### src/rtl/ifu.sv
// Instruction fetch unit: fetches one word, holds it while it executes,
// then computes the next pc from sequential, branch or jump flow.
module ifu #(
  parameter logic [31:0] RESET_PC = 32'h0000_3000
) (
  input  logic        clk,
  input  logic        rst_n,
  output logic        imem_req,
  output logic [31:0] imem_addr,
  input  logic        imem_ready,
  input  logic [31:0] imem_rdata,
  input  logic        Jump,
  input  logic        Branch,
  input  logic        Zero,
  input  logic        stall,
  output logic [31:0] instr,
  output logic        instr_valid,
  output logic [5:0]  OP,
  output logic [5:0]  Funct,
  output logic [31:0] pc,
  output logic [31:0] pc_plus4
);

  localparam logic [1:0] IDLE  = 2'd0;
  localparam logic [1:0] FETCH = 2'd1;
  localparam logic [1:0] EXEC  = 2'd2;

  logic [1:0]  state;
  logic [31:0] br_off;
  logic [31:0] br_tgt;
  logic [31:0] jmp_tgt;
  logic [31:0] next_pc;

  // Decode fields and the memory request straight from the registers
  always_comb begin
    OP          = instr[31:26];
    Funct       = instr[5:0];
    pc_plus4    = pc + 32'd4;
    imem_req    = (state == FETCH);
    imem_addr   = pc;
    instr_valid = (state == EXEC);
  end

  // Next pc: jump beats a taken branch, which beats fall-through
  always_comb begin
    br_off  = {{14{instr[15]}}, instr[15:0], 2'b00};
    br_tgt  = pc_plus4 + br_off;
    jmp_tgt = {pc_plus4[31:28], instr[25:0], 2'b00};
    next_pc = pc_plus4;
    if (Jump) begin
      next_pc = jmp_tgt;
    end else if (Branch && Zero) begin
      next_pc = br_tgt;
    end
  end

  // Fetch/execute sequencing; reset abandons any access in flight
  always_ff @(posedge clk) begin
    if (!rst_n) begin
      state <= IDLE;
      pc    <= {RESET_PC[31:2], 2'b00};
      instr <= 32'h0;
    end else begin
      case (state)
        IDLE: begin
          state <= FETCH;
        end
        FETCH: begin
          if (imem_ready) begin
            instr <= imem_rdata;
            state <= EXEC;
          end
        end
        EXEC: begin
          if (!stall) begin
            pc    <= next_pc;
            state <= FETCH;
          end
        end
        default: begin
          state <= IDLE;
        end
      endcase
    end
  end

endmodule

### config.mk
export PLATFORM = sky130hd
export DESIGN_NAME = ifu
export DESIGN_NICKNAME = d
export VERILOG_FILES = /design/src/rtl/ifu.sv
export SDC_FILE = /design/constraint.sdc
export NUM_CORES = 1
export LEC_CHECK = 0
export BUFFER_PORTS_ARGS = -buffer_cell sky130_fd_sc_hd__buf_2
export CORE_MARGIN = 2
export CORE_UTILIZATION = 52
export CTS_CLUSTER_DIAMETER = 80
export DETAILED_ROUTE_END_ITERATION = 10
export PLACE_DENSITY = 0.92
export SLEW_MARGIN = 20
export SYNTH_ARGS = -nofsm -noshare
export SYNTH_HDL_FRONTEND = slang
export SYNTH_SLANG_ARGS = --single-unit
### constraint.sdc
create_clock -name clk -period 4.9 [get_ports clk]
set_input_delay 0.245 -clock clk [delete_from_list [all_inputs] [get_ports clk]]
set_output_delay 0.245 -clock clk [all_outputs]
set_load 0.02 [all_outputs]
======== Yosys cells after proc, flatten, opt, wreduce, memory -nomap -nowiden ========
Cells that the tools add are included.
storage, ports and cells
  memories kept ........................... 0
  bits in latches ......................... 0
  RAM bits ................................ 0
  bits in registers ....................... 66
  output and inout port bits .............. 142
  memory bits (read-only) ................. 0
  word-level logic and storage cells ...... 20
  input bits .............................. 39
cells by class
  mux-type cells .......................... 5
  shifts and indexed selects .............. 0
  eq/ne operators ......................... 4
  add/subtract/negate cells ............... 2
  bitwise operators ....................... 1
  multipliers ............................. 0
  reductions and logical operators ........ 5
  divide/modulo/power cells ............... 0
  order comparisons ....................... 0
operator list
  kind                   count
  $mux 32                2
  $add 32x3->32 const B  1
  $add 32x32->32         1
  $pmux 2 s3             1
  $reduce_and 2->1       3
  $mux 2                 2
  $eq 2x1->1 const B     1
  $eq 2x2->1 const B     1
  $logic_not 2->1        1
  $ne 2x1->1 const B     1
  $ne 2x2->1 const B     1
  $logic_and 1x1->1      1
  $not 1->1              1

======== Depth between registers and ports, before layout ========
Gate-level depths: netlist (run 1).
  depth after elaboration ................. 4
  mapped depth ............................ 18

======== Worst setup path before layout (run 1) ========
No wires, ideal clock.
  kind .................................... register -> register
  start ................................... register pc[7], in the netlist imem_addr[7]
  end ..................................... register pc[31], in the netlist imem_addr[31]
  path buffers ............................ 1
  setup slack ............................. 807 ps
  stages on the path, launching flop included .. 19
  data required time ...................... 4828 ps
  data arrival time ....................... 4021 ps
  cells stage by stage .................... dfxtp_1 > and4_1 > and3_4 > and3_4 > nand3_4 > nor2_1 > nand3_1 > xnor2_1 > ha_1 > buf_2 > a21o_1 > a21oi_1 > o21a_1 > o21ai_0 > o21bai_1 > o31ai_2 > mux2i_1 > mux2i_1 > mux2i_1
on the way
  cells in the longest elaborated chain, start to end .. 4
ends and longest elaborated chain
  what                      RTL line  source
  start: declaration        20        output logic [31:0] pc,
  start signal: assignment  61        pc <= {RESET_PC[31:2], 2'b00};
  start signal: assignment  76        pc <= next_pc;
  $add 32x3->32             38        pc_plus4 = pc + 32'd4;
  named net pc_plus4[24]    21        output logic [31:0] pc_plus4
  $add 32x32->32            47        br_tgt = pc_plus4 + br_off;
  $mux 32                   52        end else if (Branch && Zero) begin
  $mux 32                   50        if (Jump) begin
The timed path passes the listed nets, and every way through them passes these cells.
A chain may end at the register's enable or synchronous reset.

======== Worst setup path after layout (run 1) ========
  start ................................... register pc[7], in the netlist imem_addr[7]
  end ..................................... register pc[31], in the netlist imem_addr[31]
on the way
  cells in the longest elaborated chain, start to end .. 4
ends and longest elaborated chain
  what             RTL line
  $add 32x3->32 *  38
  $add 32x32->32   47
  $mux 32          52
  $mux 32 *        50
Every way passes the cells marked *; elsewhere a longest branch is shown, timed or not.

==> impl_metrics.py, run 1 <==
metrics = {
    "outcome": {
        "status": "complete, no violations",
    },
    "clocking": {
        "cts_tree": "yes",
        "cts-resized-gates": 0,
        "cts.clk_slew.worst_paths_ps": 80,
        "cts_max_level": 3,
        "cts_setup_buffers": 0,
        "clock_sinks": 64,
        "clk_latency_ps": 330,
        "cts-root-buf": "clkbuf_8",
        "cts_made_buffers": 9,
        "cts_hold_buffers": 0,
        "cts_buffer_depth": 2,
    },
    "floorplanning": {
        "dieArea_um2": 11300,
        "row_count": 37,
        "die_h_um": 106,
        "io_pins": 181,
        "die_x_um": 106,
        "start_util_pct": 53.0,
        "core_area_um2": 10200,
    },
    "setup_path": {
        "cp.required_ps": 5160,
        "r2r_slack_ps": 840,
        "start_kind": "flip-flop",
        "crit_path_end_kind": "flip-flop",
        "path_common_cell": "mux2i_1",
        "reg2reg_to": "imem_addr[31]",
        "crit_chain": "and4_1 -> and3_4 -> and3_4 -> nand3_4 -> nor2_1 -> nand3_1 -> xnor2_1 -> ha_1 -> a21o_1 -> a21oi_1 -> o21a_1 -> o21ai_0 -> o21bai_1 -> o31ai_2 -> mux2i_1 -> mux2i_1 -> mux2i_1",
        "crit_type": "flip-flop to flip-flop",
        "worstPathBufferInverterCount": 0,
        "reg2reg_from": "imem_addr[7]",
        "critPathSlowestCell": "dfxtp_1",
        "cpPeakStageDelay_ps": 450,
        "reg2regPathDepth": 17,
        "worstPathArrival_ps": 4320,
        "crit_family": "simple AND/OR/NAND/NOR gates",
        "path_max_fanout": 8,
    },
    "timing": {
        "clock_skew_ps": 7.86,
        "rsz0062_at_grt": "no",
        "max_freq_mhz": 246,
        "relSlewSlack_pct": 30.9,
        "tns_ps": 0,
        "worst_pin_slew_ps": 1030,
        "holdWs_ps": 150,
        "finalMaxSlewViolations": 0,
        "fin_crit_ps": 4060,
        "finalCritPeriodShare_pct": 82.9,
        "finalSetupViolations": 0,
        "hold_viol": 0,
    },
    "yosys": {
        "synth_edf_count": 0,
        "netlist_area_um2": 5420,
        "synth_cell_type_count": 73,
        "synthTopCellsByArea": "dfxtp_1, ha_1, nand2_1",
        "syn_inst": 712,
        "yosysTopAreaCellShare_pct": 23.6,
        "ys.flop_type": "dfxtp_1",
        "async_flop_share_pct": 0,
        "ys_warn_count": 0,
        "synth_top_area_cell": "dfxtp_1",
        "avgSynthCellArea_um2": 7.62,
        "ys_ff_latch": 64,
        "synth-seq-area-share_pct": 23.6,
    },
    "min_path": {
        "worstHoldEndpoint": "instr[18]",
        "min_path_cells": 3,
        "min_path_type": "input pin to flip-flop",
        "min_from": "imem_rdata[18]",
    },
    "pwr": {
        "worst_ir_drop_vdd_uv": 202,
        "power.leakage_nw": 2.98,
        "power.density_nw_per_um2": 201,
    },
    "global_routing": {
        "met1_usage_pct": 39.3,
        "grt_util_all_layers_pct": 28.6,
        "grt_first_pass_wirelength_um": 26100,
        "antenna_found_initial": 0,
        "grt.overflow.total": 0,
        "grt_max_degree": 47,
        "grt_pass1_vias": 5165,
        "grtUsageMet3_pct": 5.82,
        "busiest_layer": "met2",
        "grt_util_met2_pct": 43.9,
    },
    "detailed_routing": {
        "wl_um": 16500,
        "dr_total_vias": 5672,
        "final_antenna_net_count": 0,
        "vias_per_cell": 5.90,
        "post-route-drc-count": 0,
        "wl_per_cell_um": 17.1,
        "detail_route.first_pass.iterations": 6,
        "drt_iter0_drc": 622,
    },
    "place": {
        "placed_area_um2": 6000,
        "dp.final_hpwl_um": 12400,
        "routabilityCongestion": 0.950,
        "port_buffers": 174,
    },
    "layout": {
        "final_nets": 897,
        "area_growth_pct": 14.4,
        "n_fill_cell": 909,
        "diodes": 0,
        "layout-drive-gt1-share_pct": 26.3,
        "postLayoutCellArea_um2": 6200,
    },
    "flow_run": {
        "drv_cap": 0,
    },
}
==> worst min-delay path, delay by kind of cell <==
family / cells / cell delay, ps
buf+inv: 1 / 100
compound gates: 1 / 50
simple gates: 1 / 40
==> per-layer routing <==
| metal | wire length, um | up-vias |
|---|---|---|
| li1 | - | 2708 |
| met1 | 6800 | 2586 |
| met2 | 7400 | 324 |
| met3 | 1690 | 54 |
| met4 | 559 | 0 |
| met5 | 0 | - |
==> flip-flops by register name (all words and copies together) (netlist names) <==
| signal | flops |
|---|---|
| state | 2 |
| imem_addr | 30 |
| instr | 32 |
==> cells in the final DEF (no fill, tap or decap), types with 4 or more instances in the layout <==
cell / netlist / final
a211oi_1: 7 / 7
a21boi_0: 20 / 20
a21o_1: 15 / 15
a21oi_1: 60 / 60
a31oi_1: 8 / 8
and2_1: 11 / 10
and3_1: 11 / 11
and4_1: 4 / 4
buf_2: 3 / 174
clkbuf_8: 0 / 10
conb_1: 1 / 6
dfxtp_1: 64 / 64
ha_1: 36 / 36
inv_1: 11 / 11
mux2i_1: 6 / 6
nand2_1: 118 / 118
nand2b_1: 5 / 5
nand3_1: 27 / 27
nand4_1: 6 / 6
nor2_1: 37 / 37
nor2b_1: 7 / 7
nor3_1: 6 / 6
o211ai_1: 12 / 12
o21a_1: 7 / 7
o21ai_0: 28 / 28
o21ai_1: 4 / 4
o22ai_1: 5 / 5
o31ai_1: 5 / 5
or3_1: 4 / 4
xnor2_1: 30 / 30
xor2_1: 16 / 16
==> where the power goes <==
group	total (mW)	switching [mW]	internal, mW
combinational	0.228	0.150	0.0777
sequential	0.563	0.0259	0.537
clock	0.458	0.209	0.248
total	1.25	0.386	0.863
==> per-stage QoR <==
stage	power [mW]	utilization (%)	worst slack, ps	instances
2_1_floorplan	0.734	-	807	717
3_3_place_gp	0.794	58.7	1040	946
3_5_place_dp	0.798	58.7	952	946
4_1_cts	1.25	60.6	903	962
5_1_grt	1.30	60.6	590	962
6_report	1.25	60.6	839	962
==> area by class of cell <==
class                           count  area (um2)  share of cell area [%]
Clock buffer                       11         141                    2.28
Clock inverter                      5        56.3                   0.908
Inverter                           12        45.0                   0.726
Multi-Input combinational cell    557        3610                    58.3
Sequential cell                    64        1280                    20.7
Tap cell                          136         170                    2.74
Timing Repair Buffer              177         893                    14.4
==> worst max-delay path by stage <==
stage	start	to	slack [ps]	depth (start not counted)
after floorplan	imem_addr[7]	imem_addr[31]	810	18
after global placement	imem_addr[7]	imem_addr[31]	1040	17
after detailed placement	imem_addr[7]	imem_addr[31]	950	17
after CTS	imem_addr[7]	imem_addr[31]	900	17
after global routing	imem_addr[8]	imem_addr[31]	590	17
final	imem_addr[7]	imem_addr[31]	840	17
==> cell usage after synthesis, types with 7 or more instances <==
library cell / number
and3_1: 11
buf_4: 49
inv_1: 11
nand3_1: 27
clkbuf_1: 31
dfxtp_1: 64
a21oi_1: 60
xor2_1: 16
o211ai_1: 12
a21boi_0: 20
nand2_1: 118
nor2_1: 37
nor2b_1: 7
a31oi_1: 8
o21ai_0: 28
a211oi_1: 7
and2_1: 11
a21o_1: 15
xnor2_1: 30
ha_1: 36
o21a_1: 7
==> cell families after synthesis <==
kind of cell | count (synthesis) | synth area share (%)
flops | 64 | 23.6
simple gates | 255 | 22.9
buf+inv | 96 | 10.1
compound gates | 205 | 25.3
other cells | 1 | 0.0692
fa+ha+maj | 37 | 8.68
xor+xnor | 48 | 8.24
mux | 6 | 1.11
Power figures use the tool's default switching activity.
==> run 2, diff against run 1 <==
--- a/config.mk
+++ b/config.mk
@@ -5,9 +5,10 @@
 export SDC_FILE = /design/constraint.sdc
 export NUM_CORES = 1
 export LEC_CHECK = 0
+export ABC_AREA = 1
 export BUFFER_PORTS_ARGS = -buffer_cell sky130_fd_sc_hd__buf_2
 export CORE_MARGIN = 2
-export CORE_UTILIZATION = 52
+export CORE_UTILIZATION = 53
 export CTS_CLUSTER_DIAMETER = 80
 export DETAILED_ROUTE_END_ITERATION = 10
 export PLACE_DENSITY = 0.92
==> constraint.sdc (replaced) <==
create_clock -name clk -period 4.1 [get_ports clk]
set_input_delay 0.205 -clock clk [delete_from_list [all_inputs] [get_ports clk]]
set_output_delay 0.205 -clock clk [all_outputs]
set_load 0.02 [all_outputs]
==> run 2 against run 1 <==
  * Non-clock buffer count up 2
  * Sequential share of layout area down 2.3 points
  * Sequential cell count is the same
  * First-iteration DRC count increased by 42%
  * Critical path type unchanged
==> impl_metrics.py, run 2 <==
metrics = {
    "clocking": {
        "clock_sinks": 64,
        "cts_setup_buffers": 0,
        "cts_tree": "yes",
        "cts-resized-gates": 0,
        "cts_hold_buffers": 0,
        "cts_max_level": 3,
        "cts_made_buffers": 9,
        "cts-root-buf": "clkbuf_16",
        "cts.clk_slew.worst_paths_ps": 60,
        "cts_buffer_depth": 2,
        "clk_latency_ps": 340,
    },
    "global_routing": {
        "grt_max_degree": 42,
        "grt_util_all_layers_pct": 34.3,
        "grt_pass1_vias": 6511,
        "grt_first_pass_wirelength_um": 32000,
        "grt.overflow.total": 0,
        "antenna_found_initial": 0,
    },
    "yosys": {
        "avgSynthCellArea_um2": 5.95,
        "synthTopCellsByArea": "dfxtp_1, nand2_1, a21oi_1",
        "synth_top_area_cell": "dfxtp_1",
        "synth_cell_type_count": 38,
        "synth_edf_count": 0,
        "ys_ff_latch": 64,
        "ys.flop_type": "dfxtp_1",
        "syn_inst": 1005,
        "netlist_area_um2": 5980,
        "synthTopCellsByCount": "nand2_1, inv_1, a21oi_1",
        "async_flop_share_pct": 0,
        "yosysTopAreaCellShare_pct": 21.4,
        "ys_warn_count": 0,
        "synth-seq-area-share_pct": 21.4,
        "yosysMostFrequentCell": "nand2_1",
    },
    "pwr": {
        "p_int_mw": 1.32,
        "p_sw_mw": 0.562,
        "clkPwrFrac_pct": 45.4,
        "power.share.switching_pct": 29.8,
        "worst_ir_drop_vdd_uv": 297,
        "combPwrFrac_pct": 18.4,
        "seq_power_share_pct": 36.2,
        "power.density_nw_per_um2": 271,
        "power.leakage_nw": 3.68,
    },
    "floorplanning": {
        "dieArea_um2": 12200,
        "row_count": 38,
        "start_util_pct": 54.7,
        "core_area_um2": 10900,
        "die_x_um": 110,
        "io_pins": 181,
        "die_h_um": 110,
    },
    "setup_path": {
        "path_common_cell": "nand2_1",
        "reg2reg_to": "imem_addr[22]",
        "crit_path_end_kind": "flip-flop",
        "critPathSlowestCell": "dfxtp_1",
        "path_max_fanout": 6,
        "reg2regPathDepth": 20,
        "cpPeakStageDelay_ps": 440,
        "crit_type": "flip-flop to flip-flop",
        "crit_chain": "ha_1 -> nand2_1 -> nor2_4 -> nand2_1 -> nor2_2 -> nand4_1 -> xor2_1 -> inv_1 -> ha_1 -> nand2_1 -> inv_1 -> nand3_1 -> nor2_1 -> nand3_1 -> nand3_1 -> nand2_1 -> nand3_1 -> nand2_1 -> nand2_1 -> a21oi_1",
        "worstPathArrival_ps": 3730,
        "reg2reg_from": "imem_addr[2]",
        "cp.required_ps": 4300,
        "start_kind": "flip-flop",
        "r2r_slack_ps": 570,
    },
    "timing": {
        "finalSetupViolations": 0,
        "clock_skew_ps": 8.85,
        "rsz0062_at_grt": "no",
        "finalMaxSlewViolations": 0,
        "relSlewSlack_pct": 27.9,
        "hold_viol": 0,
        "max_freq_mhz": 283,
        "fin_crit_ps": 3530,
        "finalCritPeriodShare_pct": 86.1,
        "worst_pin_slew_ps": 1080,
        "tns_ps": 0,
        "fin_ws_ps": 571,
    },
    "detailed_routing": {
        "wl_um": 20500,
        "wl_per_cell_um": 16.2,
        "vias_per_cell": 5.67,
        "dr_total_vias": 7195,
        "drt_iter0_drc": 882,
        "post-route-drc-count": 0,
        "final_antenna_net_count": 0,
        "detail_route.first_pass.iterations": 8,
    },
    "layout": {
        "final_cell_mix": "nand2_1, buf_2, inv_1, a21oi_1, nor2_1",
        "largest-register": "instr",
        "diodes": 0,
        "area_growth_pct": 16.4,
        "largest_reg_flops": 32,
        "stdcell_count": 1270,
        "n_fill_cell": 1013,
        "final_nets": 1201,
        "finish.utilization_pct": 63.7,
        "layout-drive-gt1-share_pct": 19.2,
        "mostFrequentLayoutCell": "nand2_1",
    },
    "place": {
        "port_buffers": 174,
        "numPlacedInstances": 1254,
        "place_ws_ps": 797,
        "routabilityCongestion": 1.03,
        "dp.final_hpwl_um": 15900,
    },
    "min_path": {
        "min_path_type": "input pin to flip-flop",
        "min_from": "imem_rdata[5]",
        "min_path_cells": 3,
        "worstHoldEndpoint": "instr[5]",
    },
    "outcome": {
        "status": "complete, no violations",
    },
    "flow_run": {
        "drv_cap": 0,
    },
}
-- run 2: cell count changes after synthesis, moves of 10 or more --
cell	delta
a21boi_0	-19
a21o_1	-14
a21oi_1	+49
and3_1	-11
inv_1	+116
nand2_1	+173
nand3_1	+48
nor2_1	+46
o211ai_1	-10
o21ai_0	+17
xnor2_1	-19
-- run 2: worst max path at each step --
| stage | endpoint | depth (start not counted) | from | slack, ps |
|---|---|---|---|---|
| after floorplan | imem_addr[29] | 21 | imem_addr[2] | 940 |
| after global placement | imem_addr[22] | 20 | imem_addr[2] | 870 |
| after detailed placement | imem_addr[26] | 18 | imem_addr[2] | 800 |
| after CTS | imem_addr[22] | 20 | imem_addr[2] | 730 |
| after global routing | imem_addr[26] | 19 | imem_addr[2] | 360 |
| final | imem_addr[22] | 20 | imem_addr[2] | 570 |
-- run 2: final cells by class --
| class | instances | area [um2] | area share (%) |
|---|---|---|---|
| Sequential cell | 64 | 1280 | 18.4 |
| Tap cell | 140 | 175 | 2.52 |
| Inverter | 129 | 484 | 6.95 |
| Clock inverter | 4 | 76.3 | 1.10 |
| Multi-Input combinational cell | 742 | 3780 | 54.3 |
| Timing Repair Buffer | 179 | 908 | 13.0 |
| Clock buffer | 12 | 256 | 3.68 |
-- run 2: routing by layer --
layer	up-vias	GRT usage [%]	wire, um
li1	3421	-	-
met1	3215	43.0	7910
met2	468	53.9	9090
met3	91	9.23	2570
met4	0	17.8	958
met5	-	0	0
-- run 2: power groups by stage --
stage | sequential (mW) | clock [mW] | combinational (mW)
floorplan | 0.713 | 0 | 0.217
detailed placement | 0.693 | 0 | 0.338
global route | 0.685 | 0.884 | 0.378
global placement | 0.693 | 0 | 0.333
finish | 0.683 | 0.856 | 0.346
CTS | 0.681 | 0.853 | 0.341
-- run 2: stage by stage --
| stage | area, um2 | hold WS, ps | power [mW] |
|---|---|---|---|
| after floorplan | 6000 | 343 | 0.930 |
| after global placement | 6630 | 459 | 1.03 |
| after detailed placement | 6630 | 468 | 1.03 |
| after CTS | 6960 | 134 | 1.87 |
| after global routing | 6960 | 142 | 1.95 |
| final | 6960 | 137 | 1.89 |
-- run 2: logic make-up (layout without fill, tap and decap cells) --
logic type | count (synthesis) | count (layout) | synth area share (%)
flops | 64 | 64 | 21.4
fa+ha+maj | 37 | 37 | 7.86
compound gates | 177 | 177 | 15.8
other cells | 1 | 6 | 0.0627
simple gates | 496 | 496 | 35.1
xor+xnor | 26 | 26 | 3.93
buf+inv | 204 | 324 | 15.8
-- run 2: worst max-delay path, delay by kind of cell (launching register included) --
| family | cells | cell delay, ps |
|---|---|---|
| simple gates | 14 | 1770 |
| fa+ha+maj | 2 | 640 |
| flops | 1 | 440 |
| buf+inv | 2 | 250 |
| xor+xnor | 1 | 210 |
| compound gates | 1 | 70 |
==> run 3, diff against run 2 <==
--- a/config.mk
+++ b/config.mk
@@ -7,11 +7,13 @@
 export LEC_CHECK = 0
 export ABC_AREA = 1
 export BUFFER_PORTS_ARGS = -buffer_cell sky130_fd_sc_hd__buf_2
+export CELL_PAD_IN_SITES_DETAIL_PLACEMENT = 2
+export CELL_PAD_IN_SITES_GLOBAL_PLACEMENT = 2
 export CORE_MARGIN = 2
-export CORE_UTILIZATION = 53
+export CORE_UTILIZATION = 29
 export CTS_CLUSTER_DIAMETER = 80
 export DETAILED_ROUTE_END_ITERATION = 10
-export PLACE_DENSITY = 0.92
+export PLACE_DENSITY = 0.95
 export SLEW_MARGIN = 20
 export SYNTH_ARGS = -nofsm -noshare
 export SYNTH_HDL_FRONTEND = slang
==> constraint.sdc (replaced) <==
create_clock -name clk -period 4.5 [get_ports clk]
set_input_delay 0.225 -clock clk [delete_from_list [all_inputs] [get_ports clk]]
set_output_delay 0.225 -clock clk [all_outputs]
set_load 0.02 [all_outputs]
==> run 3 against run 2 <==
  * Clock power fell by 13%
  * Total power fell by 8.4%
  * Global-route usage fell by 3.4 points
  * Die area rose by 79%
  * Critical endpoint is now imem_addr[29]
==> impl_metrics.py, run 3 (synthesis results as in run 2) <==
metrics = {
    "layout": {
        "final_nets": 1203,
        "final_cell_mix": "nand2_1, buf_2, inv_1, a21oi_1, nor2_1",
        "area_growth_pct": 18.6,
        "stdcell_count": 1402,
        "postLayoutCellArea_um2": 7100,
        "largest-register": "instr",
        "diodes": 0,
        "finish.utilization_pct": 35.1,
        "layout-drive-gt1-share_pct": 19.4,
        "mostFrequentLayoutCell": "nand2_1",
        "largest_reg_flops": 32,
    },
    "global_routing": {
        "grt_max_degree": 42,
        "met1_usage_pct": 35.6,
        "grt_first_pass_wirelength_um": 51700,
        "grt_util_met2_pct": 53.6,
        "grtUsageMet3_pct": 6.08,
        "grt_pass1_vias": 8678,
        "grt_util_all_layers_pct": 30.9,
        "busiest_layer": "met2",
        "antenna_found_initial": 0,
        "grt.overflow.total": 0,
    },
    "clocking": {
        "cts_setup_buffers": 0,
        "cts_buffer_depth": 2,
        "clk_latency_ps": 360,
        "clock_sinks": 64,
        "cts_max_level": 3,
        "cts.clk_slew.worst_paths_ps": 70,
        "cts_tree": "yes",
        "cts-resized-gates": 0,
        "cts_hold_buffers": 0,
        "cts_made_buffers": 9,
        "cts-root-buf": "clkbuf_16",
    },
    "min_path": {
        "min_path_type": "input pin to flip-flop",
        "worstHoldEndpoint": "instr[10]",
        "min_from": "imem_rdata[10]",
        "min_path_cells": 3,
    },
    "detailed_routing": {
        "post-route-drc-count": 0,
        "vias_per_cell": 5.50,
        "dr_total_vias": 7708,
        "wl_per_cell_um": 24.0,
        "wl_um": 33600,
        "final_antenna_net_count": 0,
        "drt_iter0_drc": 389,
        "detail_route.first_pass.iterations": 5,
    },
    "place": {
        "routabilityCongestion": 0.928,
        "place_ws_ps": 671,
        "dp.final_hpwl_um": 24300,
        "placed_area_um2": 6810,
        "numPlacedInstances": 1386,
        "port_buffers": 174,
    },
    "timing": {
        "rsz0062_at_grt": "no",
        "finalCritPeriodShare_pct": 91.5,
        "clock_skew_ps": 9.02,
        "relSlewSlack_pct": 42.6,
        "max_freq_mhz": 243,
        "finalSetupViolations": 0,
        "worst_pin_slew_ps": 859,
        "holdWs_ps": 135,
        "finalMaxSlewViolations": 0,
        "fin_crit_ps": 4120,
        "hold_viol": 0,
        "fin_ws_ps": 382,
        "tns_ps": 0,
    },
    "floorplanning": {
        "io_pins": 181,
        "die_x_um": 148,
        "row_count": 52,
        "core_area_um2": 20200,
        "dieArea_um2": 21800,
        "die_h_um": 148,
        "start_util_pct": 29.6,
    },
    "setup_path": {
        "start_kind": "flip-flop",
        "cp.required_ps": 4770,
        "path_max_fanout": 6,
        "reg2regPathDepth": 19,
        "reg2reg_from": "imem_addr[2]",
        "crit_path_end_kind": "flip-flop",
        "r2r_slack_ps": 380,
        "worstPathArrival_ps": 4380,
        "reg2reg_to": "imem_addr[29]",
        "crit_type": "flip-flop to flip-flop",
    },
    "outcome": {
        "status": "complete, no violations",
    },
    "pwr": {
        "power.leakage_nw": 3.67,
        "power.density_nw_per_um2": 243,
        "worst_ir_drop_vdd_uv": 176,
        "finalPower_mw": 1.73,
    },
    "flow_run": {
        "drv_cap": 0,
    },
}
[run 3: layout make-up]
| cell class | instances | area [um2] |
|---|---|---|
| fill | 2534 | 13100 |
| multi-input combinational | 742 | 3780 |
| sequential | 64 | 1280 |
| timing repair buffer | 181 | 923 |
| inverter | 129 | 484 |
| tap | 270 | 338 |
| clock buffer | 10 | 239 |
| clock inverter | 6 | 50.0 |
[run 3: worst max path at each step]
| stage | cells past startpoint | to | startpoint | slack [ps] |
|---|---|---|---|---|
| 2_1_floorplan | 21 | imem_addr[29] | imem_addr[2] | 1340 |
| 3_3_place_gp | 18 | imem_addr[29] | imem_addr[2] | 800 |
| 3_5_place_dp | 22 | imem_addr[31] | imem_addr[2] | 670 |
| 4_1_cts | 19 | imem_addr[29] | imem_addr[2] | 470 |
| 5_1_grt | 19 | imem_addr[29] | imem_addr[2] | 160 |
| 6_report | 19 | imem_addr[29] | imem_addr[2] | 380 |
[run 3: worst max-delay path, cell delays in order, from the launching register on]
cell     delay (ps)
dfxtp_1         460
ha_1            250
nand2_1         110
nor2_4          170
nand2_1         130
nor2_1          260
nand4_1         200
xor2_1          440
inv_1           140
ha_1            420
nand2_1         140
nor2_1          180
nand2_1         150
nor3_1          170
o21ai_0         230
nand2_1         140
nand2_1          70
nand3_1          80
nand2_1          70
a21oi_1         200
[run 3: per-layer routing]
metal	part of all wire (%)	routed length [um]	vias to the layer above
li1	-	-	3419
met1	40	13500	3819
met2	48	16200	362
met3	6.0	2030	108
met4	5.6	1890	0
met5	0	0	-
[run 3: where the power goes]
group	leakage (nW)	internal (mW)	switching [mW]
sequential	0.520	0.589	0.0360
combinational	3.01	0.103	0.253
clock	0.142	0.398	0.349
